==> src/rtl/uart_byte_display_mux_if.sv <==
// Receive/display bundle between the UART receiver, the digit scanner and the
// 7-segment decoder. The master side supplies bytes and reads the display outputs.
interface uart_byte_display_mux_if;
   logic [7:0] rx_data;
   logic       rx_valid;
   logic       busy;
   logic       overrun;
   logic [7:0] value_out;
   logic [3:0] digit_out;
   logic [2:0] digit_sel;

   modport master (
      output rx_data, rx_valid,
      input  busy, overrun, value_out, digit_out, digit_sel
   );

   modport slave (
      input  rx_data, rx_valid,
      output busy, overrun, value_out, digit_out, digit_sel
   );
endinterface

==> src/rtl/uart_byte_display_mux.sv <==
// Byte-to-BCD display front end: double-dabble conversion, one-deep byte buffer
// and a 3-digit scan. Define DISPLAY_LZB_EN for leading-zero blanking.
module uart_byte_display_mux #(
   parameter int unsigned REFRESH_DIV = 50000
) (
   input logic                    clk,
   input logic                    rst,
   uart_byte_display_mux_if.slave bus
);

   localparam int unsigned CNT_W = (REFRESH_DIV > 2) ? $clog2(REFRESH_DIV) : 1;

   typedef enum logic [1:0] {
      ST_IDLE    = 2'd0,
      ST_CONVERT = 2'd1,
      ST_LOAD    = 2'd2
   } state_e;

   state_e      state_q, state_d;
   logic [7:0]  shift_q, shift_d;
   logic [7:0]  src_q, src_d;
   logic [11:0] bcd_q, bcd_d;
   logic [2:0]  bit_cnt_q, bit_cnt_d;
   logic [7:0]  pend_q, pend_d;
   logic        pend_vld_q, pend_vld_d;
   logic        overrun_q, overrun_d;
   logic [11:0] disp_q, disp_d;
   logic [7:0]  value_q, value_d;

   logic        start;
   logic [7:0]  start_byte;
   logic [11:0] bcd_adj;

   logic [CNT_W-1:0] refresh_q, refresh_d;
   logic [1:0]       scan_idx_q, scan_idx_d;

   // Double-dabble correction: every nibble of 5 or more gets 3 added before the shift.
   function automatic logic [11:0] add3(input logic [11:0] b);
      logic [11:0] r;
      r = b;
      for (int i = 0; i < 3; i++) begin
         if (b[4*i +: 4] >= 4'd5) begin
            r[4*i +: 4] = b[4*i +: 4] + 4'd3;
         end
      end
      return r;
   endfunction

   // NOTE: every always_comb output gets a default first, so no path can infer a latch.
   always_comb begin
      state_d    = state_q;
      shift_d    = shift_q;
      src_d      = src_q;
      bcd_d      = bcd_q;
      bit_cnt_d  = bit_cnt_q;
      pend_d     = pend_q;
      pend_vld_d = pend_vld_q;
      overrun_d  = 1'b0;
      disp_d     = disp_q;
      value_d    = value_q;
      start      = 1'b0;
      start_byte = 8'd0;
      bcd_adj    = add3(bcd_q);

      unique case (state_q)
         ST_IDLE: begin
            if (bus.rx_valid) begin
               start      = 1'b1;
               start_byte = bus.rx_data;
            end
         end

         ST_CONVERT: begin
            // Hundreds never exceeds 2 for an 8-bit input, so bit 11 can be dropped.
            {bcd_d, shift_d} = {bcd_adj[10:0], shift_q, 1'b0};
            bit_cnt_d        = bit_cnt_q + 3'd1;
            if (bit_cnt_q == 3'd7) begin
               state_d = ST_LOAD;
            end
            if (bus.rx_valid) begin
               pend_d     = bus.rx_data;
               pend_vld_d = 1'b1;
               overrun_d  = pend_vld_q;
            end
         end

         ST_LOAD: begin
            disp_d  = bcd_q;
            value_d = src_q;
            if (bus.rx_valid) begin
               start      = 1'b1;
               start_byte = bus.rx_data;
               pend_vld_d = 1'b0;
            end else if (pend_vld_q) begin
               start      = 1'b1;
               start_byte = pend_q;
               pend_vld_d = 1'b0;
            end else begin
               state_d = ST_IDLE;
            end
         end

         default: begin
            state_d = ST_IDLE;
         end
      endcase

      if (start) begin
         shift_d   = start_byte;
         src_d     = start_byte;
         bcd_d     = 12'd0;
         bit_cnt_d = 3'd0;
         state_d   = ST_CONVERT;
      end
   end

   // NOTE: sequential state uses <= so every register updates from pre-edge values.
   always_ff @(posedge clk) begin
      if (rst) begin
         state_q    <= ST_IDLE;
         pend_vld_q <= 1'b0;
         overrun_q  <= 1'b0;
         disp_q     <= 12'd0;
         value_q    <= 8'd0;
      end else begin
         state_q    <= state_d;
         pend_vld_q <= pend_vld_d;
         overrun_q  <= overrun_d;
         disp_q     <= disp_d;
         value_q    <= value_d;
      end
   end

   // NOTE: pure datapath registers carry no reset; they are always loaded before use.
   always_ff @(posedge clk) begin
      shift_q   <= shift_d;
      src_q     <= src_d;
      bcd_q     <= bcd_d;
      bit_cnt_q <= bit_cnt_d;
      pend_q    <= pend_d;
   end

   // Free-running scan, independent of the conversion FSM.
   always_comb begin
      refresh_d  = refresh_q + CNT_W'(1);
      scan_idx_d = scan_idx_q;
      if (refresh_q == CNT_W'(REFRESH_DIV - 1)) begin
         refresh_d  = '0;
         scan_idx_d = (scan_idx_q == 2'd2) ? 2'd0 : scan_idx_q + 2'd1;
      end
   end

   always_ff @(posedge clk) begin
      if (rst) begin
         refresh_q  <= '0;
         scan_idx_q <= 2'd0;
      end else begin
         refresh_q  <= refresh_d;
         scan_idx_q <= scan_idx_d;
      end
   end

   always_comb begin
      bus.digit_out = 4'd0;
      bus.digit_sel = 3'b111;
      unique case (scan_idx_q)
         2'd0: begin
            bus.digit_out = disp_q[3:0];
            bus.digit_sel = 3'b110;
         end
         2'd1: begin
            bus.digit_out = disp_q[7:4];
`ifdef DISPLAY_LZB_EN
            bus.digit_sel = (disp_q[11:4] == 8'd0) ? 3'b111 : 3'b101;
`else
            bus.digit_sel = 3'b101;
`endif
         end
         2'd2: begin
            bus.digit_out = disp_q[11:8];
`ifdef DISPLAY_LZB_EN
            bus.digit_sel = (disp_q[11:8] == 4'd0) ? 3'b111 : 3'b011;
`else
            bus.digit_sel = 3'b011;
`endif
         end
         default: begin
            bus.digit_out = 4'd0;
            bus.digit_sel = 3'b111;
         end
      endcase
   end

   assign bus.busy      = (state_q != ST_IDLE);
   assign bus.overrun   = overrun_q;
   assign bus.value_out = value_q;

endmodule

==> src/flat_wrapper.sv <==
// flat-port wrapper written by rule: the top's interface ports become plain ports
module uart_byte_display_mux_flat 
#(
   parameter int unsigned REFRESH_DIV = 50000
)
  (clk, rst, bus_rx_data, bus_rx_valid, bus_busy, bus_overrun, bus_value_out, bus_digit_out, bus_digit_sel);
  uart_byte_display_mux_if bus_i ();
  input logic clk;
  input logic rst;
  input wire logic [$bits(bus_i.rx_data)-1:0] bus_rx_data;
  input wire logic [$bits(bus_i.rx_valid)-1:0] bus_rx_valid;
  output wire logic [$bits(bus_i.busy)-1:0] bus_busy;
  output wire logic [$bits(bus_i.overrun)-1:0] bus_overrun;
  output wire logic [$bits(bus_i.value_out)-1:0] bus_value_out;
  output wire logic [$bits(bus_i.digit_out)-1:0] bus_digit_out;
  output wire logic [$bits(bus_i.digit_sel)-1:0] bus_digit_sel;
  assign bus_i.rx_data = bus_rx_data;
  assign bus_i.rx_valid = bus_rx_valid;
  assign bus_busy = bus_i.busy;
  assign bus_overrun = bus_i.overrun;
  assign bus_value_out = bus_i.value_out;
  assign bus_digit_out = bus_i.digit_out;
  assign bus_digit_sel = bus_i.digit_sel;
  uart_byte_display_mux #(.REFRESH_DIV(REFRESH_DIV)) u_core (.clk(clk), .rst(rst), .bus(bus_i));
endmodule
==> config.mk <==
export PLATFORM = sky130hd
export DESIGN_NAME = uart_byte_display_mux_flat
export DESIGN_NICKNAME = d
export VERILOG_FILES = /design/src/rtl/uart_byte_display_mux_if.sv /design/src/rtl/uart_byte_display_mux.sv /design/src/flat_wrapper.sv
export SDC_FILE = /design/constraint.sdc
export NUM_CORES = 1
export LEC_CHECK = 0
export ABC_AREA = 1
export BUFFER_PORTS_ARGS = -buffer_cell sky130_fd_sc_hd__buf_4
export CAP_MARGIN = 10
export CELL_PAD_IN_SITES_DETAIL_PLACEMENT = 1
export CELL_PAD_IN_SITES_GLOBAL_PLACEMENT = 2
export CORE_MARGIN = 3
export CORE_UTILIZATION = 39
export CTS_BUF_LIST = sky130_fd_sc_hd__clkbuf_8 sky130_fd_sc_hd__clkbuf_16
export CTS_CLUSTER_SIZE = 14
export DETAILED_ROUTE_END_ITERATION = 10
export GPL_TIMING_DRIVEN = 0
export PLACE_DENSITY_LB_ADDON = 0.1
export SYNTH_ARGS = -nofsm -noshare
export SYNTH_HDL_FRONTEND = slang
export SYNTH_SLANG_ARGS = --single-unit
==> constraint.sdc <==
create_clock -name clk -period 3.7 [get_ports clk]
set_input_delay 0.37 -clock clk [delete_from_list [all_inputs] [get_ports clk]]
set_output_delay 0.37 -clock clk [all_outputs]
set_load 0.02 [all_outputs]
# --- Word-level counts from Yosys, hierarchy flattened ---
# Index checks and enable logic that the tools add are counted.
totals:
  regBits: 81
  output_inout_bits: 17
  word_cells: 74
op_classes:
  addsub: 6
  magnitude_cmp: 3
  n_eq_ne: 14
  muxes: 23
  bitwise: 3
  n_reduce_logical: 12
op_table:
  columns: ["operator", "n"]
  rows:
  - ["$mux 8", 5]
  - ["$add 16x1->16 const B", 1]
  - ["$eq 16x16->1 const B", 1]
  - ["$pmux 8 s2", 1]
  - ["$ge 4x3->1 const B", 3]
  - ["$pmux 4 s3", 1]
  - ["$pmux 3 s3", 1]
  - ["$add 4x2->4 const B", 2]
  - ["$mux 2", 4]
  - ["$mux 4", 2]
  - ["$reduce_and 4->1", 2]
  - ["$ne 2x2->1 const B", 3]
  - ["$pmux 2 s3", 1]
  - ["$reduce_bool 2->1", 3]
  - ["$mux 1", 5]
  - ["$eq 2x1->1 const B", 2]
  - ["$eq 2x2->1 const B", 2]
  - ["$logic_not 2->1", 2]
  - ["$ne 2x1->1 const B", 2]
  - ["$pmux 1 s2", 2]
  - ["$reduce_and 2->1", 2]
  - ["$reduce_or 2->1", 2]
  - ["$add 3x1->3 const B", 1]
  - ["$add 3x2->3 const B", 1]
  - ["8 further kinds", 10]

# --- Logic depth before layout (Yosys ltp) ---
# Gate-level depths: netlist (run 1).
depth:
  depth_word: 5
  depth_mapped: 10
  mapped_depth_nobuf: 10

# --- Worst setup path after synthesis (run 1) ---
# No wires, ideal clock.
synth_timing:
  path_type: "register to output"
  from: "register u_core.scan_idx_q[1]"
  to: "output port bus_digit_out[1]"
  arrival_ps: 947
  required_ps: 3330
  slack_ps: 2383
  stages_incl_launch_ff: 5
  n_path_buf: 1
  path_cell_list: "dfxtp_1 > clkbuf_1 > nor2_1 > nand2_1 > nand3_1"
synth_between:
  elab_chain_len: 2
synth_rtl:
  columns: ["item", "line_no", "source"]
  rows:
  - ["start, declared", "uart_byte_display_mux.sv:35", "logic [1:0] scan_idx_q, scan_idx_d;"]
  - ["start signal, assigned", "uart_byte_display_mux.sv:159", "scan_idx_q <= scan_idx_d;"]
  - ["$eq 2x2->1 (tied with other cells)", "uart_byte_display_mux.sv:166", "unique case (scan_idx_q)"]
  - ["$pmux 4 s3 (*)", "uart_byte_display_mux.sv:166", null]
  - ["end, declared", "flat_wrapper.sv:15", "output wire logic [$bits(bus_i.digit_out)-1:0] bus_digit_out;"]
# Mark *: on every way between the ends. The rest lies on a longest branch, timed or not.

# --- Worst setup path after layout (run 1) ---
layout_timing:
  from: "register u_core.scan_idx_q[1]"
  to: "output port bus_digit_out[2]"
# The elaborated chain is that of the path after synthesis.

==> flow_metrics.env, run 1 <==
export IMPL_wl_per_cell_um=14.7
export IMPL_finalSetupViolations=0
export IMPL_grt_max_degree=18
export IMPL_cts_root_buffer="clkbuf_8"
export IMPL_clock_path_buffers=2
export IMPL_worstMarginPinSlew_ns=0.472
export IMPL_syn_nets=439
export IMPL_post_cts_buffers=0
export IMPL_fin_setup_tns_ns=0
export IMPL_wl_um=8390
export IMPL_netlist_area_um2=3560
export IMPL_htree_levels=3
export IMPL_gp_congestion=0.756
export IMPL_n_fill_cell=1093
export IMPL_crit_type="flip-flop to primary output"
export IMPL_final_cell_mix="nand2_1 (99), dfxtp_1 (57), nor2_1 (40)"
export IMPL_hold_violations=0
export IMPL_report_power_total_mw=1.76
export IMPL_rsz0062_at_grt="no"
export IMPL_report_final_slew_viol_count=0
export IMPL_start_util_pct=40.4
export IMPL_worstPathRequired_ns=3.33
export IMPL_worst_slack_ns=1.71
export IMPL_startpoint_type="flip-flop"
export IMPL_dr_pass1_iters=4
export IMPL_max_cap_violations=0
export IMPL_seq_area_frac_synth_pct=52.3
export IMPL_die_area_um2=10300
export IMPL_num_rows=34
export IMPL_fmax_ghz=0.502
export IMPL_nets=477
export IMPL_synthFlopType="dfxtp_1"
export IMPL_insertion_delay_ns=0.36
export IMPL_ir_drop_v=0.000296
export IMPL_synth_edf_count=24
export IMPL_grtUsageTotal_pct=18.0
export IMPL_async_flop_share_pct=0
export IMPL_portBuffers=27
export IMPL_grt_pass1_wl_um=14400
export IMPL_postRouteAntennaNets=0
export IMPL_cts_resized=0
export IMPL_regArea_um2=1860
export IMPL_worstHoldPathType="primary input to flip-flop"
export IMPL_powerDensity_nw_per_um2=429
export IMPL_first_global_vias=2858
export IMPL_period_share_pct=53.8
export IMPL_fin_cells=570
export IMPL_diodes=0
export IMPL_coreArea_um2=8810
export IMPL_ys_types=34
export IMPL_mostFrequentLayoutCell="nand2_1"
export IMPL_cts_num_sinks=81
export IMPL_status="completed"
export IMPL_relSlewSlack_pct=68.6
export IMPL_viasPerCell=4.98
export IMPL_cts_hold_buffers_added=0
export IMPL_avgSynthCellArea_um2=8.49
export IMPL_numCtsBuffers=9
export IMPL_pre_cts_ws_ns=2.11
export IMPL_area_growth_pct=14.9
export IMPL_fin_worst_skew_ns=0.0136
export IMPL_whs_ns=0.190
export IMPL_placedCellCount=554
export IMPL_placed_cell_area_um2=3900
export IMPL_fin_util_pct=46.4
export IMPL_post_route_min_period_ns=1.99
export IMPL_cts_tree="yes"
export IMPL_die_w_um=102
export IMPL_multiInputGateArea_um2=1470
export IMPL_ioPinCount=28
export IMPL_drt_initial_drc_count=86
export IMPL_grt_overflow=0
export IMPL_synthCells=419
export IMPL_final_area_um2=4090
export IMPL_cp_max_fo=8
export IMPL_clk_pin_slew_worst_paths_ns=0.10
export IMPL_dp_hpwl_um=6160
export IMPL_die_h_um=102
export IMPL_yosys_warnings=0
export IMPL_rrSetupSlack_ns=2.12
export IMPL_ys_ff_latch=81
export IMPL_antenna_found_initial=0
export IMPL_layout_drive_gt1_share_pct=16.9
export IMPL_p_leak_nw=1.70
export IMPL_worstSetupEndpointType="primary output"
export IMPL_arrival_ns=1.62
export IMPL_route_detailed_drc=0
export IMPL_vias=2836
[state kept, by name, summed over array words and instances, names as in the netlist]
register / cells
u_core.bcd_q: 12
u_core.src_q: 8
u_core.bus.value_out: 8
u_core.bus.overrun: 1
u_core.pend_q: 8
u_core.scan_idx_q: 2
u_core.disp_q: 12
u_core.pend_vld_q: 1
u_core.refresh_q: 16
u_core.state_q: 2
u_core.shift_q: 8
u_core.bit_cnt_q: 3
[routing by layer]
metal | global-route usage (%) | part of all wire [%]
met3 | 3.93 | 3.7
met5 | 0 | 0
met4 | 5.21 | 1.1
met1 | 24.8 | 48
met2 | 28.5 | 47
[path summary, 6_finish.rpt]
| path | startpoint | end | cells after the start |
|---|---|---|---|
| min reg2reg | u_core.bit_cnt_q[1] | u_core.bit_cnt_q[1] | 2 |
| min | bus_rx_data[5] | u_core.pend_q[5] | 1 |
| max | u_core.scan_idx_q[1] | bus_digit_out[2] | 5 |
| max reg2reg | u_core.state_q[1] | u_core.shift_q[3] | 7 |
[kinds of logic after synthesis]
logic type,Yosys count,share of synthesized area (%)
simple gates,205,26.1
flops,81,52.3
fa+ha+maj,9,3.16
buf+inv,52,6.47
compound gates,65,10.2
xor+xnor,7,1.72
[Yosys cell counts (2+ instances only)]
cell / count / share of area [%]
nor2_1: 40 / 4.2
a32o_1: 2 / 0.56
nand2_1: 99 / 10
o21ai_0: 31 / 4.4
xor2_1: 6 / 1.5
nand4_1: 3 / 0.53
inv_1: 39 / 4.1
nor3_1: 2 / 0.28
dfxtp_1: 57 / 32
nand3b_1: 2 / 0.42
ha_1: 9 / 3.2
nand2_4: 3 / 0.95
edfxtp_1: 24 / 20
nor2_2: 9 / 1.6
nor2_4: 5 / 1.6
buf_2: 4 / 0.56
clkbuf_1: 2 / 0.21
a21oi_1: 24 / 3.4
o21ai_2: 5 / 1.2
nand3_1: 39 / 5.5
[cell type report]
| cell class | instances | share of cell area, % |
|---|---|---|
| plain buffers | 10 | 1.71 |
| clock buffers | 9 | 3.03 |
| clock inverters | 7 | 1.71 |
| inverters | 42 | 3.92 |
| multi-input cells | 286 | 35.9 |
| flip-flops and latches | 81 | 45.5 |
| well taps | 108 | 3.30 |
| repair buffers | 27 | 4.96 |
[power breakdown]
| part | internal, mW | switching [mW] | leakage, nW |
|---|---|---|---|
| Sequential | 0.959 | 0.0221 | 0.695 |
| Clock | 0.266 | 0.367 | 0.0977 |
| Combinational | 0.0478 | 0.0934 | 0.909 |
[worst max-delay path, stage by stage (launching register included)]
cell and delay, ns:
dfxtp_1 0.31, clkbuf_1 0.20, nor2_1 0.41, nand2_1 0.10, nand3_1 0.11, buf_4 0.15
Note: power is estimated with default switching activity, not from simulation.
==> run 2, diff against run 1 <==
--- a/config.mk
+++ b/config.mk
@@ -11,7 +11,7 @@
 export CELL_PAD_IN_SITES_DETAIL_PLACEMENT = 1
 export CELL_PAD_IN_SITES_GLOBAL_PLACEMENT = 2
 export CORE_MARGIN = 3
-export CORE_UTILIZATION = 39
+export CORE_UTILIZATION = 36
 export CTS_BUF_LIST = sky130_fd_sc_hd__clkbuf_8 sky130_fd_sc_hd__clkbuf_16
 export CTS_CLUSTER_SIZE = 14
 export DETAILED_ROUTE_END_ITERATION = 10
==> constraint.sdc (replaced) <==
create_clock -name clk -period 1.9 [get_ports clk]
set_input_delay 0.19 -clock clk [delete_from_list [all_inputs] [get_ports clk]]
set_output_delay 0.19 -clock clk [all_outputs]
set_load 0.02 [all_outputs]
==> run 2 against run 1 <==
  * Sequential cell count is the same
  * Sequential share of layout area shrank 1.1 points
  * Critical path depth is the same
==> flow_metrics.env, run 2 (same netlist as run 1, synthesis figures left out) <==
export IMPL_critPathBufInv=2
export IMPL_worstHoldPathType="primary input to flip-flop"
export IMPL_worstPathRequired_ns=1.71
export IMPL_wl_per_cell_um=14.1
export IMPL_worstMarginPinSlew_ns=0.494
export IMPL_clk_pin_slew_worst_paths_ns=0.08
export IMPL_dp_hpwl_um=6100
export IMPL_fmax_ghz=0.596
export IMPL_route_detailed_drc=0
export IMPL_numCtsBuffers=9
export IMPL_startpoint_type="flip-flop"
export IMPL_min_to="u_core.pend_q[0]"
export IMPL_finalSetupViolations=0
export IMPL_worstHoldStart="bus_rx_data[0]"
export IMPL_whs_ns=0.0296
export IMPL_cts_root_buffer="clkbuf_8"
export IMPL_htree_levels=3
export IMPL_vias=2864
export IMPL_report_final_slew_viol_count=0
export IMPL_fin_setup_tns_ns=0
export IMPL_period_share_pct=88.3
export IMPL_coreArea_um2=9420
export IMPL_powerDensity_nw_per_um2=825
export IMPL_area_growth_pct=17.8
export IMPL_start_util_pct=37.8
export IMPL_mostFrequentLayoutCell="nand2_1"
export IMPL_max_cap_violations=0
export IMPL_nets=484
export IMPL_drt_initial_drc_count=86
export IMPL_multiInputGateArea_um2=1470
export IMPL_num_rows=35
export IMPL_layout_drive_gt1_share_pct=16.6
export IMPL_fin_util_pct=44.5
export IMPL_rsz0062_at_grt="no"
export IMPL_ioPinCount=28
export IMPL_crit_family="simple AND/OR/NAND/NOR gates"
export IMPL_hold_path_depth=1
export IMPL_grt_overflow=0
export IMPL_crit_type="flip-flop to primary output"
export IMPL_rrSetupSlack_ns=0.34
export IMPL_r2r_cells=6
export IMPL_regArea_um2=1860
export IMPL_status="completed"
export IMPL_fin_worst_skew_ns=0.0156
export IMPL_regMostFlops="u_core.refresh_q"
export IMPL_antenna_found_initial=0
export IMPL_cp_max_fo=8
export IMPL_ir_drop_v=0.000668
export IMPL_dr_pass1_iters=4
export IMPL_largest_reg_flops=16
export IMPL_cts_tree="yes"
export IMPL_grt_pass1_wl_um=14500
export IMPL_portBuffers=27
export IMPL_first_global_vias=2928
export IMPL_max_stage_delay_ns=0.30
export IMPL_post_route_min_period_ns=1.68
export IMPL_crit_slowest_cell="dfxtp_1"
export IMPL_n_fill_cell=1133
export IMPL_reg2reg_to="u_core.shift_q[7]"
export IMPL_grt_max_degree=15
export IMPL_top_regs="u_core.refresh_q x16, u_core.bcd_q x12, u_core.disp_q x12"
export IMPL_arrival_ns=1.49
export IMPL_worstSetupEndpointType="primary output"
export IMPL_final_cell_mix="nand2_1 (99), dfxtp_1 (57), inv_1 (40)"
export IMPL_die_h_um=105
export IMPL_postRouteAntennaNets=0
export IMPL_viasPerCell=4.79
export IMPL_wl_um=8420
export IMPL_insertion_delay_ns=0.36
export IMPL_path_cells="clkbuf_1, nor2_2, nand2_1, nand3_1, buf_4"
export IMPL_clock_path_buffers=2
export IMPL_die_w_um=105
export IMPL_gp_congestion=0.751
export IMPL_hold_violations=0
export IMPL_diodes=0
export IMPL_grtUsageTotal_pct=16.5
export IMPL_p_leak_nw=1.73
export IMPL_relSlewSlack_pct=67.0
export IMPL_cts_num_sinks=81
export IMPL_die_area_um2=11100
export IMPL_worstReg2RegStart="u_core.state_q[1]"
## run 2: how the worst max path moves through the flow
stage	startpoint	to	slack [ns]	cells after the start
2_1_floorplan	u_core.state_q[1]	u_core.shift_q[0]	0.61	6
3_3_place_gp	u_core.state_q[1]	u_core.shift_q[2]	0.35	6
3_5_place_dp	u_core.state_q[1]	u_core.shift_q[2]	0.35	6
4_1_cts	u_core.scan_idx_q[1]	bus_digit_out[2]	0.03	5
5_1_grt	u_core.scan_idx_q[1]	bus_digit_out[2]	0.04	5
6_report	u_core.scan_idx_q[1]	bus_digit_out[0]	0.22	5
## run 2: per-stage QoR
step / instances / cell area, um^2 / power [mW] / setup slack [ns]
finish: 598 / 4190 / 3.46 / 0.222
global route: 598 / 4190 / 3.63 / 0.0400
CTS: 598 / 4190 / 3.52 / 0.0265
detailed placement: 575 / 3920 / 2.23 / 0.346
global placement: 575 / 3920 / 2.22 / 0.347
floorplan: 419 / 3560 / 2.13 / 0.608
## run 2: layout make-up
cell class                      count  area share (%)
Tap cell                          129            3.85
Multi-Input combinational cell    286            35.1
Inverter                           42            3.82
Buffer                             10            1.67
Clock buffer                        9            2.95
Sequential cell                    81            44.4
Timing Repair Buffer               34            6.51
Clock inverter                      7            1.70
## run 2: layer usage
metal  global-route usage [%]  share of wire [%]
met5                        0                  0
met2                     27.5                 49
met3                     3.86                2.2
met1                     21.0                 48
met4                     5.62                1.1
## run 2: what timing repair did
item,CTS,global route
hold buffers,7,0
endpoints found under the hold margin,7,0
setup buffers,0,0
gates resized for setup,0,2
setup endpoints to repair,0,5
## run 2: power by group
part	switching [mW]	total, mW	internal (mW)
Clock	0.657	1.26	0.607
Combinational	0.181	0.283	0.102
Sequential	0.0434	1.91	1.87
Total	0.882	3.46	2.58
